==> src/rtl/mmio_axi_bridge.sv <==
// Purpose: converts one held MMIO request into one single-beat AXI4 read or write; one transaction outstanding at a time.
// Latency: 3 cycles from request to resp_finish with zero-wait slave (IDLE -> addr phase -> data/resp phase -> DONE).
// Backpressure: each AXI valid is held until its ready; the requester holds its level until resp_finish. Optional timeout macro: MMIO_TIMEOUT_EN.
module mmio_axi_bridge #(
  parameter int unsigned ADDR_W = 32,
  parameter logic [3:0]  AXI_ID = 4'b0001
`ifdef MMIO_TIMEOUT_EN
  , parameter int unsigned TIMEOUT_CYC = 1023
`endif
) (
  input  logic              clk,
  input  logic              rst,
  input  logic [63:0]       req_addr,
  input  logic [63:0]       req_data,
  input  logic [7:0]        req_mask,
  input  logic              req_we,
  input  logic              req_re,
  output logic [63:0]       resp_data,
  output logic              resp_finish,
  output logic              awvalid,
  input  logic              awready,
  output logic [ADDR_W-1:0] awaddr,
  output logic [3:0]        awid,
  output logic [2:0]        awsize,
  output logic [7:0]        awlen,
  output logic              wvalid,
  input  logic              wready,
  output logic [63:0]       wdata,
  output logic [7:0]        wstrb,
  output logic              wlast,
  input  logic              bvalid,
  output logic              bready,
  input  logic [1:0]        bresp,
  output logic              arvalid,
  input  logic              arready,
  output logic [ADDR_W-1:0] araddr,
  output logic [3:0]        arid,
  output logic [2:0]        arsize,
  output logic [7:0]        arlen,
  input  logic              rvalid,
  output logic              rready,
  input  logic [63:0]       rdata,
  input  logic [1:0]        rresp,
  input  logic              rlast
`ifdef MMIO_TIMEOUT_EN
  , output logic            resp_err
`endif
);

  typedef enum logic [2:0] {IDLE, RD_A, RD_D, WR_AW, WR_B, DONE} state_t;

  state_t            state, state_nxt;
  logic [ADDR_W-1:0] addr_q;
  logic [31:0]       data_q;
  logic [3:0]        mask_q;
  logic              aw_done, w_done;
  logic              ar_hs, r_hs, aw_hs, w_hs, b_hs;
  logic              start;
  logic              tmo;

  // Single-beat 32-bit transfers only; these fields never change.
  assign awid   = AXI_ID;
  assign arid   = AXI_ID;
  assign awsize = 3'b010;
  assign arsize = 3'b010;
  assign awlen  = 8'h00;
  assign arlen  = 8'h00;
  assign wlast  = 1'b1;

  assign awaddr = addr_q;
  assign araddr = addr_q;
  // The 32-bit word sits in the 64-bit lane selected by address bit 2.
  assign wdata  = addr_q[2] ? {data_q, 32'h0} : {32'h0, data_q};
  assign wstrb  = addr_q[2] ? {mask_q, 4'h0} : {4'h0, mask_q};

  assign ar_hs = arvalid & arready;
  assign r_hs  = rready  & rvalid;
  assign aw_hs = awvalid & awready;
  assign w_hs  = wvalid  & wready;
  assign b_hs  = bready  & bvalid;
  assign start = (state == IDLE) & (req_we | req_re);

  // Unused request bits and response codes that carry no information for this bridge.
  logic unused_ok;
  assign unused_ok = ^{req_addr, req_data[63:32], req_mask[7:4], rresp, bresp, rlast};

`ifdef MMIO_TIMEOUT_EN
  localparam int unsigned CNT_W = $clog2(TIMEOUT_CYC + 1);
  logic [CNT_W-1:0] cnt;
  logic             busy;
  assign busy = (state == RD_A) | (state == RD_D) | (state == WR_AW) | (state == WR_B);
  assign tmo  = busy & (cnt == CNT_W'(TIMEOUT_CYC));

  // Wait counter: held at zero in IDLE so it starts from zero on entry to RD_A/WR_AW.
  always_ff @(posedge clk) begin
    if (rst || state == IDLE) cnt <= '0;
    else if (busy)            cnt <= cnt + 1'b1;
  end

  // Sticky error: timeout or any non-OKAY response.
  always_ff @(posedge clk) begin
    if (rst) resp_err <= 1'b0;
    else if (tmo || (r_hs && rresp != 2'b00) || (b_hs && bresp != 2'b00)) resp_err <= 1'b1;
  end
`else
  assign tmo = 1'b0;
`endif

  // State register.
  always_ff @(posedge clk) begin
    if (rst) state <= IDLE;
    else     state <= state_nxt;
  end

  // Next-state logic; writes win when both request levels are high.
  always_comb begin
    state_nxt = state;
    case (state)
      IDLE:  if (req_we) state_nxt = WR_AW;
             else if (req_re) state_nxt = RD_A;
      RD_A:  if (tmo) state_nxt = DONE;
             else if (ar_hs) state_nxt = RD_D;
      RD_D:  if (tmo || r_hs) state_nxt = DONE;
      WR_AW: if (tmo) state_nxt = DONE;
             else if ((aw_done | aw_hs) & (w_done | w_hs)) state_nxt = WR_B;
      WR_B:  if (tmo || b_hs) state_nxt = DONE;
      DONE:  state_nxt = IDLE;
      default: state_nxt = IDLE;
    endcase
  end

  // Channel outputs decoded from state; a timeout cycle withdraws every valid/ready.
  always_comb begin
    arvalid     = (state == RD_A)  & ~tmo;
    rready      = (state == RD_D)  & ~tmo;
    awvalid     = (state == WR_AW) & ~aw_done & ~tmo;
    wvalid      = (state == WR_AW) & ~w_done  & ~tmo;
    bready      = (state == WR_B)  & ~tmo;
    resp_finish = (state == DONE);
  end

  // Request capture on leaving IDLE; later changes to req_* are ignored until DONE.
  always_ff @(posedge clk) begin
    if (rst) begin
      addr_q <= '0;
      data_q <= '0;
      mask_q <= '0;
    end else if (start) begin
      addr_q <= req_addr[ADDR_W-1:0];
      data_q <= req_data[31:0];
      mask_q <= req_mask[3:0];
    end
  end

  // Per-channel completion flags so AW and W drop independently.
  always_ff @(posedge clk) begin
    if (rst || state != WR_AW) begin
      aw_done <= 1'b0;
      w_done  <= 1'b0;
    end else begin
      if (aw_hs) aw_done <= 1'b1;
      if (w_hs)  w_done  <= 1'b1;
    end
  end

  // Read result register; writes leave it unchanged.
  always_ff @(posedge clk) begin
    if (rst) resp_data <= '0;
    else if (r_hs) resp_data <= {32'h0, (addr_q[2] ? rdata[63:32] : rdata[31:0])};
`ifdef MMIO_TIMEOUT_EN
    else if (tmo && (state == RD_A || state == RD_D)) resp_data <= 64'h0000_0000_DEAD_BEEF;
`endif
  end

endmodule

==> config.mk <==
export PLATFORM = sky130hd
export DESIGN_NAME = mmio_axi_bridge
export DESIGN_NICKNAME = d
export VERILOG_FILES = /design/src/rtl/mmio_axi_bridge.sv
export SDC_FILE = /design/constraint.sdc
export NUM_CORES = 1
export LEC_CHECK = 0
export BUFFER_PORTS_ARGS = -buffer_cell sky130_fd_sc_hd__buf_2
export CORE_AREA = 2 2 173 175
export DETAILED_ROUTE_END_ITERATION = 6
export DIE_AREA = 0 0 175 177
export GPL_TIMING_DRIVEN = 0
export PLACE_DENSITY = 0.49
export SYNTH_ARGS = -nofsm -noshare
export SYNTH_HDL_FRONTEND = slang
export SYNTH_SLANG_ARGS = --single-unit
==> constraint.sdc <==
create_clock -name clk -period 5.1 [get_ports clk]
set_clock_uncertainty 0.1 [all_clocks]
set_input_delay 0.51 -clock clk [delete_from_list [all_inputs] [get_ports clk]]
set_output_delay 0.51 -clock clk [all_outputs]
set_load 0.02 [all_outputs]
==> reports/results.md <==
### Synth
- 7.98 um2 — per-instance average area after synthesis
- sky130_fd_sc_hd__dfxtp_1 — dominant cell type by area after synthesis
- 39.9% — part of the Yosys area used for sequential elements
- 105 — flop and latch count out of synthesis
- 660 — number of standard cells after synthesis
- 27 — Synth cell types
- sky130_fd_sc_hd__dfxtp_1 — most instantiated flip-flop cell in the synthesis netlist
- 0 — number of synthesis warnings
- sky130_fd_sc_hd__dfxtp_1, sky130_fd_sc_hd__buf_4, sky130_fd_sc_hd__nand2_1 — largest cells by area after synthesis
- 39.9% — area share of the largest cell type after synthesis
- 0 — count of flip-flops with a built-in enable after synthesis
- 5270 um2 — mapped cell area
- 0% — share of synthesized registers carrying an async set or reset

### Critical path
- 4490 ps — required time at the endpoint of the critical path
- flip-flop to output port — critical path start-end classification
- 10 — Max FO, Critical Path
- flip-flop — Worst setup SP type
- 2340 ps — Critical Path AT
- araddr[2] — crit path launch
- 2890 ps — register-to-register path setup slack
- wdata[62] — destination of the critical timing path
- output port — crit path capture type
- data_q[11] — Reg-to-Reg End
- 6 — Worst Reg2Reg Path Length in Cells
- state[2] — Reg2Reg Launch Point

### Placed design
- 0.734 — routability-driven placement congestion ratio
- 2380 ps — worst slack at placement
- 313 — IO buf count
- 15.3 mm — final HPWL from detailed placement

### Clocking
- 0 — number of buffers added to fix hold violations after cts
- 0 — post-CTS setup buffers
- built — TritonCTS clock tree
- 3 — # H-tree levels
- 9 — number of buffers added by the clock tree synthesis step
- 2 — worst-case clock buffer depth
- 350 ps — worst skew pair latency
- 0 — Gates resized, CTS repair
- 105 — clk sinks
- 80 ps — Clk pin slew, worst setup/hold paths
- sky130_fd_sc_hd__clkbuf_16 — cell chosen for the clock root

### Power
- 0.155 mV — worst vdd ir
- 435 nW/um2 — power density relative to cell area
- 4.02 nW — total leakage power

### Global route
- 27.8 mm — wire length of the first global-routing pass
- 0 — number of antenna violations at the first check in global routing
- 4865 — via count of the first global-routing pass
- 0 — grt total ovfl
- 11.8% — Total GRT Usage
- 17 — pin count of the biggest net entering global routing

### Floorplanning
- 451 — Boundary Pins
- 175 um — chip width
- 29200 um2 — core region area
- 18.0% — starting density of the core
- 31000 um2 — DIE AREA
- 63 — floorplan row count
- 177 um — DIE HEIGHT

### STA
- 2150 ps — slack of the critical path
- 0 — final setup violation count
- 2950 ps — minimum clock period
- 32.5% — normalized max-slew margin
- 0 ps — Setup Total Neg Slack
- 0 — final slew viol count
- 57.8% — post-route clock period utilization
- 1010 ps — transition time of the tightest slew-check pin
- false — setup repair after global routing missed its margin
- 339 MHz — achievable frequency
- 0 — Fin. Hold Viols

### Drt
- 13.3 um — wire per inst
- 4 — first drt pass iteration count
- 0 — DRC
- 0 — number of nets still failing antenna checks after routing
- 113 — DRT iter0 DRCs
- 19.1 mm — final routed wirelength across all metal layers
- 5310 — via count of the routed design
- 3.69 — via count normalized by instance count

### Finish
- 0 — Antenna Cells
- sky130_fd_sc_hd__buf_2 — commonest non-fill, non-tap cell in the layout
- sky130_fd_sc_hd__buf_2, sky130_fd_sc_hd__nand2_1, sky130_fd_sc_hd__dfxtp_1, sky130_fd_sc_hd__buf_4, sky130_fd_sc_hd__a21oi_1 — top library cells by usage in the layout, fill and taps aside
- 48.8% — area growth from synthesis to final layout
- 3264 — number of fill cells in the layout
- 1259 — number of nets in the layout
- 42.0% — fraction of final layout cells with drive strength greater than 1

### Worst hold path
- input pin to flip-flop — min-delay worst type

### Flow run
- 0 — max cap viols

### Status
- finished, final reports clean — outcome

[cell families after synthesis]
group / Yosys count / share of synthesized area, %
AOI/OAI and AO/OA: 106 / 12.0
buffers and inverters: 145 / 18.1
DFF: 105 / 39.9
muxes: 33 / 6.27
other: 2 / 0.143
and+or+nand+nor: 269 / 23.6
[layout make-up]
| type | instances | area (um2) | share of cell area [%] |
|---|---|---|---|
| Multi-Input combinational cell | 471 | 2440 | 31.2 |
| Timing Repair Buffer | 313 | 1570 | 20.0 |
| Buffer | 144 | 950 | 12.1 |
| Inverter | 1 | 3.75 | 0.0479 |
| Clock buffer | 10 | 229 | 2.92 |
| Sequential cell | 105 | 2100 | 26.8 |
| Tap cell | 390 | 488 | 6.23 |
| Clock inverter | 5 | 57.6 | 0.734 |
[where the power goes]
part,switching [mW],internal (mW)
Clock,0.323,0.378
Combinational,0.998,0.594
Sequential,0.122,0.996
[synthesized netlist by cell type, types with 2 or more instances]
| library cell | n |
|---|---|
| sky130_fd_sc_hd__nand2_1 | 137 |
| sky130_fd_sc_hd__dfxtp_1 | 105 |
| sky130_fd_sc_hd__buf_4 | 100 |
| sky130_fd_sc_hd__a21oi_1 | 68 |
| sky130_fd_sc_hd__nor2_1 | 42 |
| sky130_fd_sc_hd__nor2b_1 | 39 |
| sky130_fd_sc_hd__and2_1 | 37 |
| sky130_fd_sc_hd__a211oi_1 | 33 |
| sky130_fd_sc_hd__mux2i_1 | 33 |
| sky130_fd_sc_hd__clkbuf_1 | 32 |
| sky130_fd_sc_hd__buf_2 | 9 |
| sky130_fd_sc_hd__buf_6 | 3 |
| sky130_fd_sc_hd__nand3b_1 | 3 |
| sky130_fd_sc_hd__conb_1 | 2 |
| sky130_fd_sc_hd__nand3_1 | 2 |
| sky130_fd_sc_hd__nor3_1 | 2 |
| sky130_fd_sc_hd__nor3b_1 | 2 |
| sky130_fd_sc_hd__or4_1 | 2 |
[worst max-delay path, cell delays in order (launching register included)]
cell and delay (ps):
sky130_fd_sc_hd__dfxtp_1 370, sky130_fd_sc_hd__buf_2 200, sky130_fd_sc_hd__clkbuf_1 640, sky130_fd_sc_hd__clkbuf_1 410, sky130_fd_sc_hd__and2_1 200, sky130_fd_sc_hd__buf_2 160
[stage by stage]
| step | hold WS [ps] | cells | area, um2 | utilization [%] | total power [mW] |
|---|---|---|---|---|---|
| floorplan | 340 | 721 | 5500 | - | 2.21 |
| global placement | 351 | 1424 | 7550 | 25.8 | 2.76 |
| detailed placement | 357 | 1424 | 7550 | 25.8 | 2.77 |
| CTS | 267 | 1439 | 7840 | 26.8 | 3.50 |
| global route | 272 | 1439 | 7840 | 26.8 | 3.67 |
| finish | 288 | 1439 | 7840 | 26.8 | 3.41 |
[worst min path at each step]
stage                       startpoint    endpoint  slack (ps)  cells after the start
after global placement       data_q[3]   data_q[3]         350                      2
after floorplan              data_q[0]   data_q[0]         340                      2
after global routing      req_data[24]  data_q[24]         270                      3
after CTS                 req_data[24]  data_q[24]         270                      3
final                     req_addr[23]  araddr[23]         290                      3
after detailed placement     data_q[1]   data_q[1]         360                      2
[layer usage]
metal,GRT usage (%),up-vias,share of wire [%]
li1,-,2758,-
met1,14.2,2322,44
met2,20.9,216,49
met3,2.47,14,6.2
met4,3.61,0,1.5
met5,0,-,0
[registers in the layout (all words and copies together), names as in the netlist]
name,count
araddr,32
aw_done,1
data_q,32
mask_q,4
resp_data,32
state,3
w_done,1
No activity file was read; power rests on OpenSTA's default activity.
